<file path="config.mk">
export PLATFORM = sky130hd
export DESIGN_NAME = exa_crosb_out_arbiter
export DESIGN_NICKNAME = d
export VERILOG_FILES = /design/src/rtl/exanet_crosb_pkg.sv /design/src/rtl/exa_crosb_rr_picker.sv /design/src/rtl/exa_crosb_out_arbiter.sv
export SDC_FILE = /design/constraint.sdc
export NUM_CORES = 1
export LEC_CHECK = 0
export BUFFER_PORTS_ARGS = -buffer_cell sky130_fd_sc_hd__buf_2
export CAP_MARGIN = 0
export CORE_MARGIN = 2
export CORE_UTILIZATION = 50
export CTS_BUF_LIST = sky130_fd_sc_hd__clkbuf_8
export DETAILED_ROUTE_END_ITERATION = 8
export MAX_ROUTING_LAYER = met4
export PLACE_DENSITY = 0.77
export SETUP_SLACK_MARGIN = 0.3
export SYNTH_ARGS = -nofsm -noshare
export SYNTH_HDL_FRONTEND = slang
export SYNTH_SLANG_ARGS = --single-unit
</file>
<file path="constraint.sdc">
create_clock -name Clk -period 2.15 [get_ports Clk]
set_input_delay 0.43 -clock Clk [delete_from_list [all_inputs] [get_ports Clk]]
set_output_delay 0.43 -clock Clk [all_outputs]
set_load 0.01 [all_outputs]
</file>
<file path="src/rtl/exanet_crosb_pkg.sv">
// Shared types and constants for the crossbar output arbitration logic.
package exanet_crosb_pkg;

  typedef enum logic {
    ARB_IDLE = 1'b0,
    ARB_BUSY = 1'b1
  } arb_state_t;

  localparam int unsigned ARB_STARVE_SAT = 255;

endpackage

</file>
<file path="src/rtl/exa_crosb_rr_picker.sv">
// Combinational round-robin picker: first set bit of mask at or after ptr, wrapping.
module exa_crosb_rr_picker
  import exanet_crosb_pkg::*;
#(
  parameter int unsigned N = 4,
  localparam int unsigned IW = (N > 1) ? $clog2(N) : 1
) (
  input  logic [N-1:0]  mask,
  input  logic [IW-1:0] ptr,
  output logic [N-1:0]  winner,
  output logic [IW-1:0] idx,
  output logic          any
);

  always_comb begin : pick
    int unsigned pos;
    winner = '0;
    idx    = '0;
    any    = 1'b0;
    pos    = 0;
    for (int unsigned i = 0; i < N; i++) begin
      pos = (32'(ptr) + i) % N;
      if (!any && mask[pos]) begin
        any         = 1'b1;
        winner[pos] = 1'b1;
        idx         = IW'(pos);
      end
    end
  end

endmodule

</file>
<file path="src/rtl/exa_crosb_out_arbiter.sv">
// Per-output crossbar arbiter: two-class round-robin with starvation guard,
// grant held until tlast, watchdog forced release on a stalled packet.
module exa_crosb_out_arbiter
  import exanet_crosb_pkg::*;
#(
  parameter int unsigned IN_NUM      = 4,
  parameter int unsigned TDEST_WIDTH = 3,
  parameter int unsigned OUT_ID      = 0,
  parameter int unsigned STARVE_MAX  = 8,
  parameter int unsigned TIMEOUT     = 1024,
  parameter int unsigned CNT_W       = 11,
  localparam int unsigned IW = (IN_NUM > 1) ? $clog2(IN_NUM) : 1
) (
  input  logic                          Clk,
  input  logic                          ResetN,
  input  logic [IN_NUM-1:0]             i_dest_valid,
  input  logic [IN_NUM*TDEST_WIDTH-1:0] i_tdest,
  input  logic [IN_NUM-1:0]             i_prio,
  input  logic                          i_out_tvalid,
  input  logic                          i_out_tready,
  input  logic                          i_out_tlast,
  output logic [IN_NUM-1:0]             o_grant,
  output logic [IW-1:0]                 o_grant_idx,
  output logic                          o_busy,
  output logic                          o_timeout,
  output logic [7:0]                    o_starve_cnt
);

  localparam logic [7:0]       STARVE_LIM = 8'(STARVE_MAX);
  localparam logic [7:0]       STARVE_SAT = 8'(ARB_STARVE_SAT);
  localparam bit               WD_EN      = (TIMEOUT != 0);
  localparam logic [CNT_W-1:0] WD_LAST    = CNT_W'((TIMEOUT == 0) ? 0 : TIMEOUT - 1);

  arb_state_t        state_q, state_d;
  logic [IN_NUM-1:0] grant_q, grant_d;
  logic [IW-1:0]     idx_q, idx_d;
  logic              timeout_q, timeout_d;
  logic [IW-1:0]     ptr_hi_q, ptr_hi_d, ptr_lo_q, ptr_lo_d;
  logic [7:0]        starve_q, starve_d;
  logic [CNT_W-1:0]  wd_q, wd_d;

  logic [IN_NUM-1:0] req, hi, lo, hi_win, lo_win;
  logic [IW-1:0]     hi_idx, lo_idx;
  logic              hi_any, lo_any, pick_lo, beat;

  always_comb begin
    req = '0;
    for (int unsigned k = 0; k < IN_NUM; k++) begin
      req[k] = i_dest_valid[k] &&
               (i_tdest[k*TDEST_WIDTH +: TDEST_WIDTH] == TDEST_WIDTH'(OUT_ID));
    end
  end

  assign hi = req & i_prio;
  assign lo = req & ~i_prio;

  exa_crosb_rr_picker #(.N(IN_NUM)) u_pick_hi (
    .mask   (hi),
    .ptr    (ptr_hi_q),
    .winner (hi_win),
    .idx    (hi_idx),
    .any    (hi_any)
  );

  exa_crosb_rr_picker #(.N(IN_NUM)) u_pick_lo (
    .mask   (lo),
    .ptr    (ptr_lo_q),
    .winner (lo_win),
    .idx    (lo_idx),
    .any    (lo_any)
  );

  assign pick_lo = lo_any && (!hi_any || (starve_q >= STARVE_LIM));
  assign beat    = i_out_tvalid && i_out_tready;

  function automatic logic [IW-1:0] ptr_after(input logic [IW-1:0] w);
    return (32'(w) == IN_NUM - 1) ? '0 : w + 1'b1;
  endfunction

  always_comb begin
    state_d   = state_q;
    grant_d   = grant_q;
    idx_d     = idx_q;
    timeout_d = 1'b0;
    ptr_hi_d  = ptr_hi_q;
    ptr_lo_d  = ptr_lo_q;
    starve_d  = starve_q;
    wd_d      = wd_q;
    case (state_q)
      ARB_IDLE: begin
        if (|req) begin
          state_d = ARB_BUSY;
          wd_d    = '0;
          if (pick_lo) begin
            grant_d  = lo_win;
            idx_d    = lo_idx;
            ptr_lo_d = ptr_after(lo_idx);
            starve_d = '0;
          end else begin
            grant_d  = hi_win;
            idx_d    = hi_idx;
            ptr_hi_d = ptr_after(hi_idx);
            // Only high grants that bypass a waiting low request count toward starvation
            if (!lo_any)                  starve_d = '0;
            else if (starve_q != STARVE_SAT) starve_d = starve_q + 8'd1;
          end
        end
      end
      ARB_BUSY: begin
        // tlast wins over a coincident watchdog expiry
        if (beat && i_out_tlast) begin
          state_d = ARB_IDLE;
          grant_d = '0;
          idx_d   = '0;
          wd_d    = '0;
        end else if (beat) begin
          wd_d = '0;
        end else if (WD_EN && (wd_q == WD_LAST)) begin
          state_d   = ARB_IDLE;
          grant_d   = '0;
          idx_d     = '0;
          wd_d      = '0;
          timeout_d = 1'b1;
        end else if (WD_EN) begin
          wd_d = wd_q + 1'b1;
        end
      end
      default: state_d = ARB_IDLE;
    endcase
  end

  always_ff @(posedge Clk or negedge ResetN) begin
    if (!ResetN) begin
      state_q   <= ARB_IDLE;
      grant_q   <= '0;
      idx_q     <= '0;
      timeout_q <= 1'b0;
      ptr_hi_q  <= '0;
      ptr_lo_q  <= '0;
      starve_q  <= '0;
      wd_q      <= '0;
    end else begin
      state_q   <= state_d;
      grant_q   <= grant_d;
      idx_q     <= idx_d;
      timeout_q <= timeout_d;
      ptr_hi_q  <= ptr_hi_d;
      ptr_lo_q  <= ptr_lo_d;
      starve_q  <= starve_d;
      wd_q      <= wd_d;
    end
  end

  assign o_grant      = grant_q;
  assign o_grant_idx  = idx_q;
  assign o_busy       = (state_q == ARB_BUSY);
  assign o_timeout    = timeout_q;
  assign o_starve_cnt = starve_q;

endmodule

</file>
==> flow_metrics.tcl, run 1 <==
set metrics [dict create \
    drt_iter0_markers 191 \
    cts-root-buf "clkbuf_8" \
    place.gp.congestion 0.9336 \
    initial_core_util_pct 51.28 \
    whs_ns 0.1964 \
    drtPass1Iterations 4 \
    nets 430 \
    finalHoldViolCount 0 \
    cts_buffers 5 \
    slew_headroom_pct 53.87 \
    dp_hpwl_mm 4.735 \
    fin_crit_ns 2.174 \
    drive_gt1_share_pct 49.10 \
    wl_per_cell_um 18.00 \
    power.density_nw_per_um2 779.6 \
    avgViaCountPerCell 5.912 \
    synthFlopType "dfrtp_1" \
    drt-total-wl_mm 8.225 \
    diodes 0 \
    antenna_found_initial 0 \
    grt_usage_pct 26.83 \
    vias 2702 \
    area_delta_synth_final_pct 51.15 \
    cap_violations 0 \
    syn_area_um2 2602 \
    htreeDepth 2 \
    ys_ff_latch 31 \
    synth_compound_area_share_pct 19.52 \
    die_w_um 76.15 \
    clkTransAtPathRegs_ns 0.06 \
    drc 0 \
    cts_hold_buf 0 \
    grt_start_max_net_pins 32 \
    outcome "finished, violations left" \
    worst_ep_arrival_time_ns 2.34 \
    cp-start-kind "primary input" \
    die_h_um 76.15 \
    cp-end-kind "register" \
    clock.fmax_mhz 459.9 \
    drt.antenna.violating_nets 0 \
    criticalPathCategory "primary input to register" \
    synth_edf_count 0 \
    timing.reg2reg.setup_slack_ns 0.03 \
    grt_pass1_vias 2676 \
    final_common_cell "buf_4" \
    design.portCount 41 \
    synth_top_family_by_area "simple AND/OR/NAND/NOR gates" \
    setup_viol 1 \
    ir_worst_vdd_uv 543.6 \
    async_flop_share_pct 100.0 \
    hp-class "primary input to asynchronous set/reset pin" \
    mappedNetlistNets 314 \
    layout_setup_ws_ns -0.02438 \
    dp.cells 413 \
    synth-warning-count 0 \
    setup-tns-final_ns -0.02438 \
    cts_buffer_depth 2 \
    fin_crit_sh_pct 101.1 \
    layout_common_cells "buf_4, buf_2, dfrtp_1" \
    gr-total-overflow 0 \
    worstMarginPinSlew_ns 0.6920 \
    ys_types 64 \
    core_um2 5075 \
    worstPathMaxFanout 4 \
    synthMuxAreaShare_pct 10.14 \
    core.rowCount 26 \
    dieArea_um2 5798 \
    ys_seq_area_share_pct 29.81 \
    clk_latency_ns 0.28 \
    worstPathRequired_ns 2.32 \
    cts_sinks 31 \
    synthSimpleGateAreaFrac_pct 25.29 \
    power.total_mw 3.067 \
    tritoncts "done" \
    p_leak_nw 1.787 \
    grt_pass1_wl_mm 12.55 \
    place.port_buffers 40 \
    synth-xor-area-share_pct 3.029 \
    violations "setup timing" \
    yosys.area_share.adder_pct 9.135 \
    skew_ns 0.003436 \
    rsz0062_at_grt "yes" \
    final_max_slew_viol_count 0 \
    fin_cells 457 \
    synthCells 270 \
    syn_avg_cell_area_um2 9.639 \
]
kinds of logic after synthesis:
logic type                 count (synthesis)
and+or+nand+nor                          107
AOI/OAI and AO/OA                         71
adders and majority gates                 19
buffers and inverters                     17
DFF                                       31
muxes                                     16
xor gates and xnor gates                   9
through the flow:
step | area [um2] | worst slack [ns] | util (%)
floorplan | 2661 | -0.07399 | -
global placement | 3212 | -0.2490 | 63.29
detailed placement | 3212 | -0.3195 | 63.29
CTS | 3642 | 0.08128 | 71.77
global route | 3934 | -0.08548 | 77.51
finish | 3934 | -0.02438 | 77.51
synthesized netlist by cell type (4+ instances only):
cell,n,area share (%)
nand2b_1,8,1.9
xnor2_1,5,1.7
a221o_1,5,1.9
o221ai_1,4,1.3
nor2_1,25,3.6
nand3_1,7,1.3
and2_1,4,0.96
inv_1,9,1.3
a21oi_1,4,0.77
nand4_1,5,1.2
xor2_1,4,1.3
mux4_2,4,3.5
ha_1,19,9.1
mux2i_1,8,3.1
a22o_1,5,1.7
dfrtp_1,31,30
o21ai_0,20,3.8
a22oi_1,11,3.2
nand2_1,24,3.5
nor4b_4,4,3.7
per-layer routing:
layer  part of all wire (%)  routed length, um  vias to the layer above  track usage [%]
met5                      0                  0                        -                -
met4                    4.4                365                        0            7.818
met3                    4.4                365                       41            3.910
met2                     51               4221                       96            46.25
met1                     40               3272                     1311            32.98
li1                       -                  -                     1254                -
power breakdown:
| group | total [mW] | switching (mW) | internal, mW |
|---|---|---|---|
| Sequential | 0.780 | 0.104 | 0.676 |
| Combinational | 1.79 | 0.900 | 0.894 |
| Clock | 0.492 | 0.205 | 0.287 |
critical path, stage by stage:
cell and delay, ns:
buf_6 0.10, or4b_4 0.59, nor2_1 0.19, mux4_2 0.38
a21o_1 0.16, o22ai_2 0.07, or2_1 0.25, a21boi_2 0.16
worst paths after layout:
path / endpoint / startpoint / cells after the start
min in group Clk: wd_q[10] / wd_q[10] / 1
max in group asynchronous: ptr_lo_q[0] / ResetN / 1
max reg2reg: ptr_hi_q[0] / ptr_hi_q[0] / 7
min: o_starve_cnt[2] / ResetN / 1
max: ptr_hi_q[0] / i_tdest[5] / 8
min reg2reg: wd_q[10] / wd_q[10] / 1
state kept, by name (all words and copies together) (netlist names):
signal,flops
o_grant_idx,2
ptr_hi_q,2
o_busy,1
o_starve_cnt,8
o_timeout,1
wd_q,11
o_grant,4
ptr_lo_q,2
cell type report:
class	instances	area, um2
inverter	9	37.54
sequential	31	778.2
clock buffer	7	96.34
timing repair buffer	117	902.1
clock inverter	1	3.754
fill	316	1141
tap	70	87.58
multi-input combinational	222	2028
repair_timing:
item,CTS,global route
resized for setup,36,44
setup endpoints to repair,22,24
pin swaps,17,25
setup buffers,24,12
gates cloned,0,0
Note: power is estimated with default switching activity, not from simulation.
==> run 2, diff against run 1 <==
--- a/config.mk
+++ b/config.mk
@@ -8,11 +8,11 @@
 export BUFFER_PORTS_ARGS = -buffer_cell sky130_fd_sc_hd__buf_2
 export CAP_MARGIN = 0
 export CORE_MARGIN = 2
-export CORE_UTILIZATION = 50
+export CORE_UTILIZATION = 40
 export CTS_BUF_LIST = sky130_fd_sc_hd__clkbuf_8
 export DETAILED_ROUTE_END_ITERATION = 8
 export MAX_ROUTING_LAYER = met4
-export PLACE_DENSITY = 0.77
+export PLACE_DENSITY = 0.64
 export SETUP_SLACK_MARGIN = 0.3
 export SYNTH_ARGS = -nofsm -noshare
 export SYNTH_HDL_FRONTEND = slang
==> run 2 against run 1 <==
Effect of this change: the run still ends with setup timing left; clock skew about the same; final cell count fell by 0.22%; hold slack worse by 0.0016 ns; combinational power decreased by 13%; largest cell class unchanged; largest power group unchanged.
==> flow_metrics.tcl, run 2 (synthesis gave the netlist of run 1 again) <==
set metrics [dict create \
    grt_usage_pct 19.16 \
    largest_register_ffs 11 \
    violations "setup timing" \
    final_common_cell "buf_4" \
    wl_per_cell_um 14.75 \
    vias 2525 \
    cts_buffers 5 \
    core.rowCount 29 \
    fin_crit_sh_pct 102.7 \
    cts_buffer_depth 2 \
    drc 0 \
    grt_start_max_net_pins 32 \
    drtPass1Iterations 4 \
    cts-root-buf "clkbuf_8" \
    core_um2 6314 \
    ir_worst_vdd_uv 435.2 \
    finalHoldViolCount 0 \
    die_h_um 84.66 \
    cp-end-kind "register" \
    drive_gt1_share_pct 45.91 \
    criticalPathCategory "primary input to register" \
    slew_headroom_pct 52.28 \
    worstPathRequired_ns 2.35 \
    initial_core_util_pct 41.22 \
    cap_violations 0 \
    power.density_nw_per_um2 728.4 \
    largest_register "wd_q" \
    worst_ep_arrival_time_ns 2.41 \
    clk_latency_ns 0.29 \
    htreeDepth 2 \
    grt_pass1_wl_mm 10.83 \
    worstPathMaxFanout 4 \
    whs_ns 0.1948 \
    dp_hpwl_mm 4.904 \
    hp-class "primary input to asynchronous set/reset pin" \
    skew_ns 0.003488 \
    drt.antenna.violating_nets 0 \
    layout_setup_ws_ns -0.05730 \
    area_delta_synth_final_pct 45.24 \
    grt_pass1_vias 2296 \
    fin_crit_ns 2.207 \
    rsz0062_at_grt "yes" \
    setup_viol 5 \
    die_w_um 84.66 \
    tritoncts "done" \
    drt_iter0_markers 123 \
    layout_common_cells "buf_4, buf_2, dfrtp_1" \
    design.portCount 41 \
    p_leak_nw 1.729 \
    final_util_pct 59.87 \
    nets 424 \
    place.gp.congestion 0.8602 \
    drt-total-wl_mm 6.725 \
    worstMarginPinSlew_ns 0.7158 \
    clkTransAtPathRegs_ns 0.06 \
    diodes 0 \
    cts_sinks 31 \
    dp_slack_ns -0.3492 \
    antenna_found_initial 0 \
    avgViaCountPerCell 5.537 \
    gr-total-overflow 0 \
    place.port_buffers 40 \
    cp-start-kind "primary input" \
    dieArea_um2 7167 \
    fillers 556 \
    outcome "finished, violations left" \
    clock.fmax_mhz 453.0 \
    final_max_slew_viol_count 0 \
    power.total_mw 2.753 \
    setup-tns-final_ns -0.09816 \
]
run 2: changes by cell type in the layout (fill, tap and decap cells not counted), moves of 3 or more:
cell     before  now
buf_6        23   13
buf_4        63   57
o21ai_1       3    6
nor2_2        1    4
buf_2        30   38
run 2: power breakdown:
group / internal [mW] / total, mW / switching [mW]
registers: 0.676 / 0.776 / 0.100
clock network: 0.211 / 0.425 / 0.214
logic: 0.782 / 1.55 / 0.771
total: 1.67 / 2.75 / 1.08
run 2: final timing paths:
check | from | end | slack (ns) | cells past startpoint
hold reg to reg | wd_q[10] | wd_q[10] | 0.48 | 1
setup reg to reg | ptr_lo_q[0] | o_grant[0] | 0.02 | 6
hold / removal | ResetN | o_starve_cnt[3] | 0.19 | 1
setup / recovery | i_tdest[3] | o_grant[0] | -0.06 | 9
max in group asynchronous | ResetN | ptr_lo_q[0] | 1.46 | 1
min in group Clk | wd_q[10] | wd_q[10] | 0.48 | 1
run 2: timing repair:
action                     CTS  global route
pin swaps                   21            26
setup buffers               10            10
resized for setup           25            38
hold buffers                 0             0
setup endpoints to repair   23            23
run 2: cell type report:
type	count	area [um2]	area share, %
clock buffer	5	68.82	1.821
clock inverter	1	3.754	0.09930
inverter	9	37.54	0.9930
multi-input combinational	222	1976	52.27
sequential	31	778.2	20.59
tap	77	96.34	2.549
timing repair buffer	111	819.5	21.68
run 2: routing by layer:
layer  vias up  global-route usage, %  routed length [um]
li1       1228                      -                   -
met1      1232                  25.36                2998
met2        52                  29.71                3387
met3        13                  3.638                 217
met4         0                  6.205                 122
met5         -                      -                   0
run 2: worst max-delay path, stage by stage:
cell,delay [ns]
buf_8,0.09
buf_6,0.10
or4b_4,0.53
nor2_4,0.14
mux2i_1,0.11
mux2_4,0.28
nor4_4,0.36
a22oi_1,0.16
o221ai_1,0.21
run 2: per-stage QoR:
| step | instances | instance area [um2] |
|---|---|---|
| after global routing | 456 | 3780 |
| after global placement | 430 | 3308 |
| final | 456 | 3780 |
| after floorplan | 270 | 2661 |
| after detailed placement | 430 | 3308 |
| after CTS | 446 | 3572 |
